--- src/rtl/data_producer_if.sv ---
// rtl/data_producer_if.sv - put-side valid/ready handshake between data_producer and its downstream FIFO
interface data_producer_if #(
    parameter int DATA_W = 32
) ();
    logic              put_valid;
    logic [DATA_W-1:0] put_data;
    logic              put_ready;

    modport master (
        output put_valid,
        output put_data,
        input  put_ready
    );

    modport slave (
        input  put_valid,
        input  put_data,
        output put_ready
    );
endinterface

--- src/rtl/data_producer.sv ---
// rtl/data_producer.sv - arithmetic sequence generator feeding a FIFO over a valid/ready put handshake
// Optional inter-word throttling (gap port, GAP state) is built when PRODUCER_THROTTLE_EN is defined.
module data_producer #(
    parameter int DATA_W = 32,
    parameter int CNT_W  = 16
) (
    input  logic              clk,
    input  logic              rst,
    input  logic              start,
    input  logic [DATA_W-1:0] start_val,
    input  logic [DATA_W-1:0] step,
    input  logic [CNT_W-1:0]  count,
`ifdef PRODUCER_THROTTLE_EN
    input  logic [3:0]        gap,
`endif
    data_producer_if.master   put,
    output logic              busy,
    output logic              done,
    output logic [CNT_W-1:0]  sent_cnt
);

    localparam logic [CNT_W-1:0] CNT_ONE = {{(CNT_W-1){1'b0}}, 1'b1};

    typedef enum logic [1:0] {
        IDLE = 2'd0,
        RUN  = 2'd1,
        DONE = 2'd2
`ifdef PRODUCER_THROTTLE_EN
        , GAP = 2'd3
`endif
    } state_t;

    state_t            state;
    logic [DATA_W-1:0] step_r;
    logic [CNT_W-1:0]  remaining;
`ifdef PRODUCER_THROTTLE_EN
    logic [3:0]        gap_r;
    logic [3:0]        gap_cnt;
`endif

    always_ff @(posedge clk) begin
        if (rst) begin
            state         <= IDLE;
            put.put_valid <= 1'b0;
            put.put_data  <= '0;
            step_r        <= '0;
            remaining     <= '0;
            sent_cnt      <= '0;
            busy          <= 1'b0;
            done          <= 1'b0;
`ifdef PRODUCER_THROTTLE_EN
            gap_r         <= 4'd0;
            gap_cnt       <= 4'd0;
`endif
        end else begin
            done <= 1'b0;
            case (state)
                IDLE: begin
                    if (start) begin
                        sent_cnt <= '0;
                        if (count != '0) begin
                            step_r        <= step;
                            put.put_data  <= start_val;
                            remaining     <= count;
                            put.put_valid <= 1'b1;
                            busy          <= 1'b1;
                            state         <= RUN;
`ifdef PRODUCER_THROTTLE_EN
                            gap_r         <= gap;
`endif
                        end else begin
                            // empty sequence: report completion without ever offering a word
                            done  <= 1'b1;
                            state <= DONE;
                        end
                    end
                end

                RUN: begin
                    if (put.put_ready) begin
                        put.put_data <= put.put_data + step_r;
                        remaining    <= remaining - CNT_ONE;
                        sent_cnt     <= sent_cnt + CNT_ONE;
                        if (remaining == CNT_ONE) begin
                            put.put_valid <= 1'b0;
                            busy          <= 1'b0;
                            done          <= 1'b1;
                            state         <= DONE;
                        end
`ifdef PRODUCER_THROTTLE_EN
                        else if (gap_r != 4'd0) begin
                            put.put_valid <= 1'b0;
                            gap_cnt       <= gap_r;
                            state         <= GAP;
                        end
`endif
                    end
                end

`ifdef PRODUCER_THROTTLE_EN
                // idle for exactly gap_r cycles with valid low before offering the next word
                GAP: begin
                    if (gap_cnt == 4'd1) begin
                        put.put_valid <= 1'b1;
                        state         <= RUN;
                    end else begin
                        gap_cnt <= gap_cnt - 4'd1;
                    end
                end
`endif

                DONE: begin
                    state <= IDLE;
                end

                default: begin
                    state <= IDLE;
                end
            endcase
        end
    end

endmodule

--- src/flat_wrapper.sv ---
// flat-port wrapper written by rule: the top's interface ports become plain ports
module data_producer_flat 
#(
    parameter int DATA_W = 32,
    parameter int CNT_W  = 16
)
  (clk, rst, start, start_val, step, count, busy, done, sent_cnt, put_put_valid, put_put_data, put_put_ready);
  data_producer_if #(.DATA_W(DATA_W)) put_i ();
  input  logic clk;
  input  logic rst;
  input  logic start;
  input  logic [DATA_W-1:0] start_val;
  input  logic [DATA_W-1:0] step;
  input  logic [CNT_W-1:0] count;
  output logic busy;
  output logic done;
  output logic [CNT_W-1:0] sent_cnt;
  output wire logic [$bits(put_i.put_valid)-1:0] put_put_valid;
  output wire logic [$bits(put_i.put_data)-1:0] put_put_data;
  input wire logic [$bits(put_i.put_ready)-1:0] put_put_ready;
  assign put_put_valid = put_i.put_valid;
  assign put_put_data = put_i.put_data;
  assign put_i.put_ready = put_put_ready;
  data_producer #(.DATA_W(DATA_W), .CNT_W(CNT_W)) u_core (.clk(clk), .rst(rst), .start(start), .start_val(start_val), .step(step), .count(count), .put(put_i), .busy(busy), .done(done), .sent_cnt(sent_cnt));
endmodule
--- config.mk ---
export PLATFORM = sky130hd
export DESIGN_NAME = data_producer_flat
export DESIGN_NICKNAME = d
export VERILOG_FILES = /design/src/rtl/data_producer_if.sv /design/src/rtl/data_producer.sv /design/src/flat_wrapper.sv
export SDC_FILE = /design/constraint.sdc
export NUM_CORES = 1
export LEC_CHECK = 0
export ABC_AREA = 1
export BUFFER_PORTS_ARGS = -buffer_cell sky130_fd_sc_hd__buf_2
export CAP_MARGIN = 20
export CELL_PAD_IN_SITES_DETAIL_PLACEMENT = 1
export CELL_PAD_IN_SITES_GLOBAL_PLACEMENT = 1
export CORE_MARGIN = 1.5
export CORE_UTILIZATION = 38
export DETAILED_ROUTE_END_ITERATION = 10
export GPL_TIMING_DRIVEN = 0
export PLACE_DENSITY_LB_ADDON = 0.25
export REMOVE_ABC_BUFFERS = 1
export SLEW_MARGIN = 40
export SYNTH_ARGS = -nofsm -noshare
export SYNTH_HDL_FRONTEND = slang
export SYNTH_SLANG_ARGS = --single-unit
export TNS_END_PERCENT = 20
--- constraint.sdc ---
create_clock -name clk -period 2.6 [get_ports clk]
set_input_delay 0.13 -clock clk [delete_from_list [all_inputs] [get_ports clk]]
set_output_delay 0.13 -clock clk [all_outputs]
set_load 0.05 [all_outputs]
==> run_results.csv, run 1 <==
group,metric,value,unit
hold_path,holdPathStages,3,
die,initial_core_util,39.2,%
timing,worst_slew_pin_slew,0.825,ns
yosys,syn_inst,1143,
yosys,yosysUniqueCellTypes,41,
yosys,synth_largest_area_cell,"dfxtp_1",
global_routing,grt_max_degree,65,
final_layout,antenna_cells,0,
timing,hold_viol,0,
timing,fin_crit_sh,91.1,%
timing,drv_slew,0,
cts,clock_tree.buffer_depth,2,
timing,slew_headroom,45.0,%
timing,skew,0.0131,ns
worst_setup_path,reg2reg_depth,8,
cts,cts_tree,"yes",
power,p_leak,0.00421,uW
timing,grt_setup_unrepaired,"no",
power,power_density,582,nW/um^2
yosys,yosys_warnings,0,
cts,insertion_delay,0.36,ns
yosys,synthArstFlopShare,0,%
timing,fmax,422,MHz
power,irDropWorstVdd,0.000322,V
yosys,synth_edf_count,0,
yosys,synth.avg_cell_area,5.99,um^2
timing,setup_tns,0,ns
timing,setup_violations,0,
worst_setup_path,endpoint_kind,"register",
die,core,17500,um^2
final_layout,layout_commonest_cell,"nand2_1",
yosys,synth_seq_cells,100,
timing,period_needed,2.37,ns
route,num_vias,7387,
global_routing,grt_pass1_wl,36.1,mm
final_layout,drive_above_1_share,14.0,%
global_routing,grt_overflow,0,
worst_setup_path,worstPathRequired,2.88,ns
die,io_pins,135,
worst_setup_path,critPathLaunchType,"register",
route,drt_wl_total,22.1,mm
final_layout,area_growth,16.9,%
die,dieArea,18800,um^2
global_routing,grt_usage,24.1,%
route,firstDrtPassIters,4,
cts,cts_buffers,9,
hold_path,hold_class,"in2reg",
final_layout,instances_no_fill,1485,
status,status,"finished, final reports clean",
final_layout,layout_common_cells,"332 x nand2_1, 182 x nor2_1, 152 x inv_1, 134 x buf_2, 100 x dfxtp_1",
placed_design,dp_hpwl,16.7,mm
cts,cts_root_buf,"clkbuf_16",
placed_design,io_buffers,134,
die,fp.dieH,137,um
cts,cts.sinks,100,
final_layout,fillCellCount,2497,
worst_setup_path,cp.arrival,2.65,ns
yosys,ys.flop_type,"dfxtp_1",
cts,cts_htree_levels,3,
yosys,seq_area_frac_synth,29.2,%
die,row_count,48,
route,ant_nets,0,
route,drc,0,
yosys,synth_top_area_share,29.2,%
placed_design,place_congestion,0.860,
global_routing,grt_pass1_vias,7563,
worst_setup_path,cp_max_fo,45,
run,drv_cap,0,
route,wire_per_inst,14.9,um
cts,clk_pin_slew,0.08,ns
final_layout,nets,1374,
worst_setup_path,critPathKind,"reg2reg",
placed_design,post-place-cells,1468,
route,drt_iter0_markers,252,
yosys,synth_area_leaders,"dfxtp_1 29%, nand2_1 18%, nor2_1 10%",
timing,whs,0.0237,ns
global_routing,antenna_found_initial,0,
die,dieWidth,137,um
route,routed_via_density,4.97,
yosys,synth_area,6850,um^2
-- flip-flops by register name, indices dropped and copies added (netlist names) --
name / cells
u_core.remaining: 16
u_core.step_r: 32
u_core.put.put_data: 32
u_core.sent_cnt: 16
u_core.done: 1
u_core.state: 2
u_core.put.put_valid: 1
-- final timing paths --
| path | from | slack, ns | endpoint |
|---|---|---|---|
| setup / recovery | u_core.state[0] | 0.23 | u_core.remaining[5] |
| hold / removal | step[27] | 0.02 | u_core.step_r[27] |
| setup reg to reg | u_core.state[0] | 0.23 | u_core.remaining[5] |
| hold reg to reg | u_core.put.put_data[27] | 0.49 | u_core.put.put_data[27] |
-- cells by family after synthesis --
kind of cell | share of synthesized area [%]
and+or+nand+nor | 36.3
buffers and inverters | 10.9
AOI/OAI and AO/OA | 14.5
DFF | 29.2
adders and majority gates | 6.50
xor gates and xnor gates | 2.56
-- power by group --
| group | switching, uW | total [uW] | internal (uW) |
|---|---|---|---|
| Combinational | 1060 | 1540 | 480 |
| Sequential | 112 | 1780 | 1670 |
| Clock | 667 | 1340 | 668 |
| Total | 1840 | 4660 | 2820 |
-- repair_timing --
| item | CTS | global route |
|---|---|---|
| setup endpoints to repair | 26 | 26 |
| cloned | 0 | 1 |
| resized for setup | 1 | 3 |
| pin swaps | 0 | 1 |
| hold buffers | 0 | 0 |
| buffers inserted | 0 | 0 |
-- through the flow --
stage                     worst slack (ns)  cell area [um^2]  util [%]  total power [uW]
after floorplan                      0.197              6690         -              2880
after global placement               -1.00              7640      43.7              3300
after detailed placement            -0.123              7700      44.1              3350
after CTS                           0.0273              7980      45.7              4700
after global routing                0.0650              8010      45.8              4960
final                                0.231              8010      45.8              4660
-- critical path, cell delays in order, from the launching register on --
cell and delay, ns:
dfxtp_1 0.39, inv_2 0.12, nor2_8 0.32, buf_12 0.25, inv_2 0.30, nor3_2 0.31, a21oi_1 0.06, or2_2 0.31
a21oi_1 0.15
-- routing by layer --
| metal | share of wire [%] | vias up | GRT usage (%) |
|---|---|---|---|
| li1 | - | 3814 | - |
| met1 | 46 | 3446 | 30.0 |
| met2 | 49 | 113 | 43.7 |
| met3 | 4.0 | 14 | 3.90 |
| met4 | 0.79 | 0 | 5.03 |
| met5 | 0 | - | 0 |
-- cell usage after synthesis, types with 3 or more instances --
| cell | count |
|---|---|
| nand2_1 | 333 |
| nor2_1 | 182 |
| inv_1 | 154 |
| dfxtp_1 | 100 |
| a21oi_1 | 93 |
| o21ai_0 | 73 |
| nand3_1 | 58 |
| ha_1 | 34 |
| clkbuf_1 | 20 |
| xor2_1 | 15 |
| buf_2 | 14 |
| nor3_1 | 10 |
| a31oi_1 | 5 |
| nand4_1 | 5 |
| xnor2_1 | 5 |
| nand2_2 | 4 |
| a211oi_1 | 3 |
| inv_2 | 3 |
| o21bai_1 | 3 |
| or2_2 | 3 |
-- cell type report --
cell class,count,area [um^2],share of cell area [%]
multi-input cells,851,4130,51.6
flip-flops and latches,100,2000,25.0
inverters,157,594,7.42
clock buffers,11,233,2.91
clock inverters,5,46.3,0.578
repair buffers,136,718,8.97
well taps,225,282,3.52
Note: power is estimated with default switching activity, not from simulation.
==> run 2: changes to the inputs <==
Settings changed: HOLD_SLACK_MARGIN set to 0.03.
==> run_results.csv, run 2 (synthesis results as in run 1) <==
group,metric,value,unit
status,status,"finished, final reports clean",
hold_path,min_to,"u_core.step_r[2]",
power,swShare,39.5,%
worst_setup_path,r2r-start,"u_core.state[0]",
timing,final.setup.worst_slack,0.234,ns
global_routing,grt_usage,24.2,%
power,combPwrFrac,33.2,%
global_routing,use_met2,43.8,%
route,wire_per_inst,14.8,um
global_routing,grt_pass1_wl,36.2,mm
cts,insertion_delay,0.36,ns
timing,drv_slew,0,
worst_setup_path,path_cells,"inv_2 > nor2_8 > buf_12 > inv_2 > nor3_2 > a21oi_1 > or2_2 > a21oi_1",
die,io_pins,135,
worst_setup_path,regToRegSetupSlack,0.23,ns
route,drc,0,
final_layout,layout_commonest_cell,"nand2_1",
placed_design,place_ws,-0.123,ns
worst_setup_path,endpoint_kind,"register",
power,clkPwrFrac,28.6,%
timing,worst_slew_pin_slew,0.812,ns
cts,cts_tree,"yes",
timing,period_needed,2.37,ns
power,seq_power_share,38.2,%
cts,cts_root_buf,"clkbuf_16",
global_routing,antenna_found_initial,0,
timing,fin_crit_sh,91.0,%
power,p_int,2820,uW
cts,clock_tree.buffer_depth,2,
final_layout,area_growth,17.8,%
worst_setup_path,cp_max_fo,45,
timing,setup_violations,0,
final_layout,reg_top3,"u_core.put.put_data: 32 flops, u_core.step_r: 32 flops",
run,drv_cap,0,
worst_setup_path,cp.arrival,2.64,ns
die,initial_core_util,39.2,%
cts,clk_pin_slew,0.07,ns
power,switchingPower,1840,uW
global_routing,grt_overflow,0,
die,fp.dieH,137,um
route,num_vias,7430,
route,firstDrtPassIters,5,
power,p_leak,0.00424,uW
final_layout,nets,1380,
global_routing,globalRouteMet1Util,30.0,%
route,drt_wl_total,22.1,mm
die,dieWidth,137,um
cts,post_cts_buffers,0,
die,core,17500,um^2
global_routing,use_met3,3.97,%
route,ant_nets,0,
route,drt_iter0_markers,273,
timing,fmax,423,MHz
timing,hold_viol,0,
worst_setup_path,reg2reg_depth,8,
worst_setup_path,cp_slowest_cell,"dfxtp_1",
placed_design,dp_hpwl,16.7,mm
hold_path,hold_class,"in2reg",
placed_design,io_buffers,134,
timing,grt_setup_unrepaired,"no",
timing,slew_headroom,45.9,%
worst_setup_path,worstPathRequired,2.88,ns
worst_setup_path,rr_endpoint,"u_core.remaining[5]",
hold_path,holdPathStages,3,
placed_design,place_congestion,0.860,
die,dieArea,18800,um^2
cts,cts_htree_levels,3,
die,row_count,48,
global_routing,grt_max_degree,65,
route,routed_via_density,4.98,
cts,cts_buffers,9,
global_routing,grt_pass1_vias,7596,
final_layout,layout_common_cells,"332 x nand2_1, 182 x nor2_1, 152 x inv_1, 134 x buf_2, 100 x dfxtp_1",
cts,cts.sinks,100,
global_routing,busiest_layer,"met2",
final_layout,drive_above_1_share,13.9,%
power,irDropWorstVdd,0.000324,V
worst_setup_path,cpPeakStageDelay,0.39,ns
power,power_density,579,nW/um^2
worst_setup_path,critPathKind,"reg2reg",
final_layout,final_core_util,46.2,%
worst_setup_path,critPathLaunchType,"register",
final_layout,antenna_cells,0,
hold_path,hp-start,"step[2]",
timing,skew,0.0132,ns
-- run 2: cell types whose count changed in the layout (fill, tap and decap cells not counted), sizes merged --
cell,previous run,this run
dlygate4sd3,0,6
-- run 2: worst max-delay path, delay by kind of cell (launching register included) --
family                 cells  cell delay (ns)
AND/OR/NAND/NOR            3             0.94
AO/OA/AOI/OAI              2             0.21
flip-flops                 1             0.39
buffers and inverters      3             0.68
-- run 2: power by group through the flow --
stage	combinational (uW)	clock (uW)	sequential (uW)
floorplan	870	0	2010
global placement	1480	0	1810
detailed placement	1530	0	1820
CTS	1550	1370	1780
global route	1750	1420	1800
finish	1550	1340	1780
-- run 2: area by class of cell --
type	instances	area, um^2
repair buffers	142	778
inverters	157	594
fillers	2496	9410
clock buffers	11	233
flip-flops and latches	100	2000
clock inverters	5	46.3
multi-input cells	851	4130
well taps	225	282
-- run 2: stage by stage --
| stage | hold slack, ns | total power (uW) | TNS, ns | cell area (um^2) | std cells |
|---|---|---|---|---|---|
| 2_1_floorplan | 0.199 | 2880 | 0 | 6690 | 1107 |
| 3_3_place_gp | 0.385 | 3300 | -48.43 | 7640 | 1466 |
| 3_5_place_dp | 0.398 | 3350 | -0.387 | 7700 | 1468 |
| 4_1_cts | 0.0303 | 4710 | 0 | 8040 | 1490 |
| 5_1_grt | 0.0456 | 4970 | 0 | 8070 | 1491 |
| 6_report | 0.0289 | 4670 | 0 | 8070 | 1491 |
-- run 2: worst max path at each step --
stage                          end  slack (ns)            start  depth (start not counted)
5_1_grt        u_core.remaining[5]        0.06  u_core.state[0]                          8
3_3_place_gp   u_core.remaining[6]       -1.00  u_core.state[0]                          9
2_1_floorplan  u_core.remaining[6]        0.20  u_core.state[0]                          9
4_1_cts        u_core.remaining[6]        0.03  u_core.state[0]                          9
6_report       u_core.remaining[5]        0.23  u_core.state[0]                          8
3_5_place_dp   u_core.remaining[6]       -0.12  u_core.state[0]                          9
-- run 2: metal layers --
layer,part of all wire (%),vias to the layer above
met2,49,111
met4,0.85,0
li1,-,3829
met5,0,-
met1,46,3477
met3,3.9,13
-- run 2: repair_timing --
action	4_1_cts	5_1_grt
gates resized for setup	1	3
setup endpoints to repair	26	26
pin swaps	0	1
hold buffers	6	0
cloned	0	1
endpoints found under the hold margin	6	0
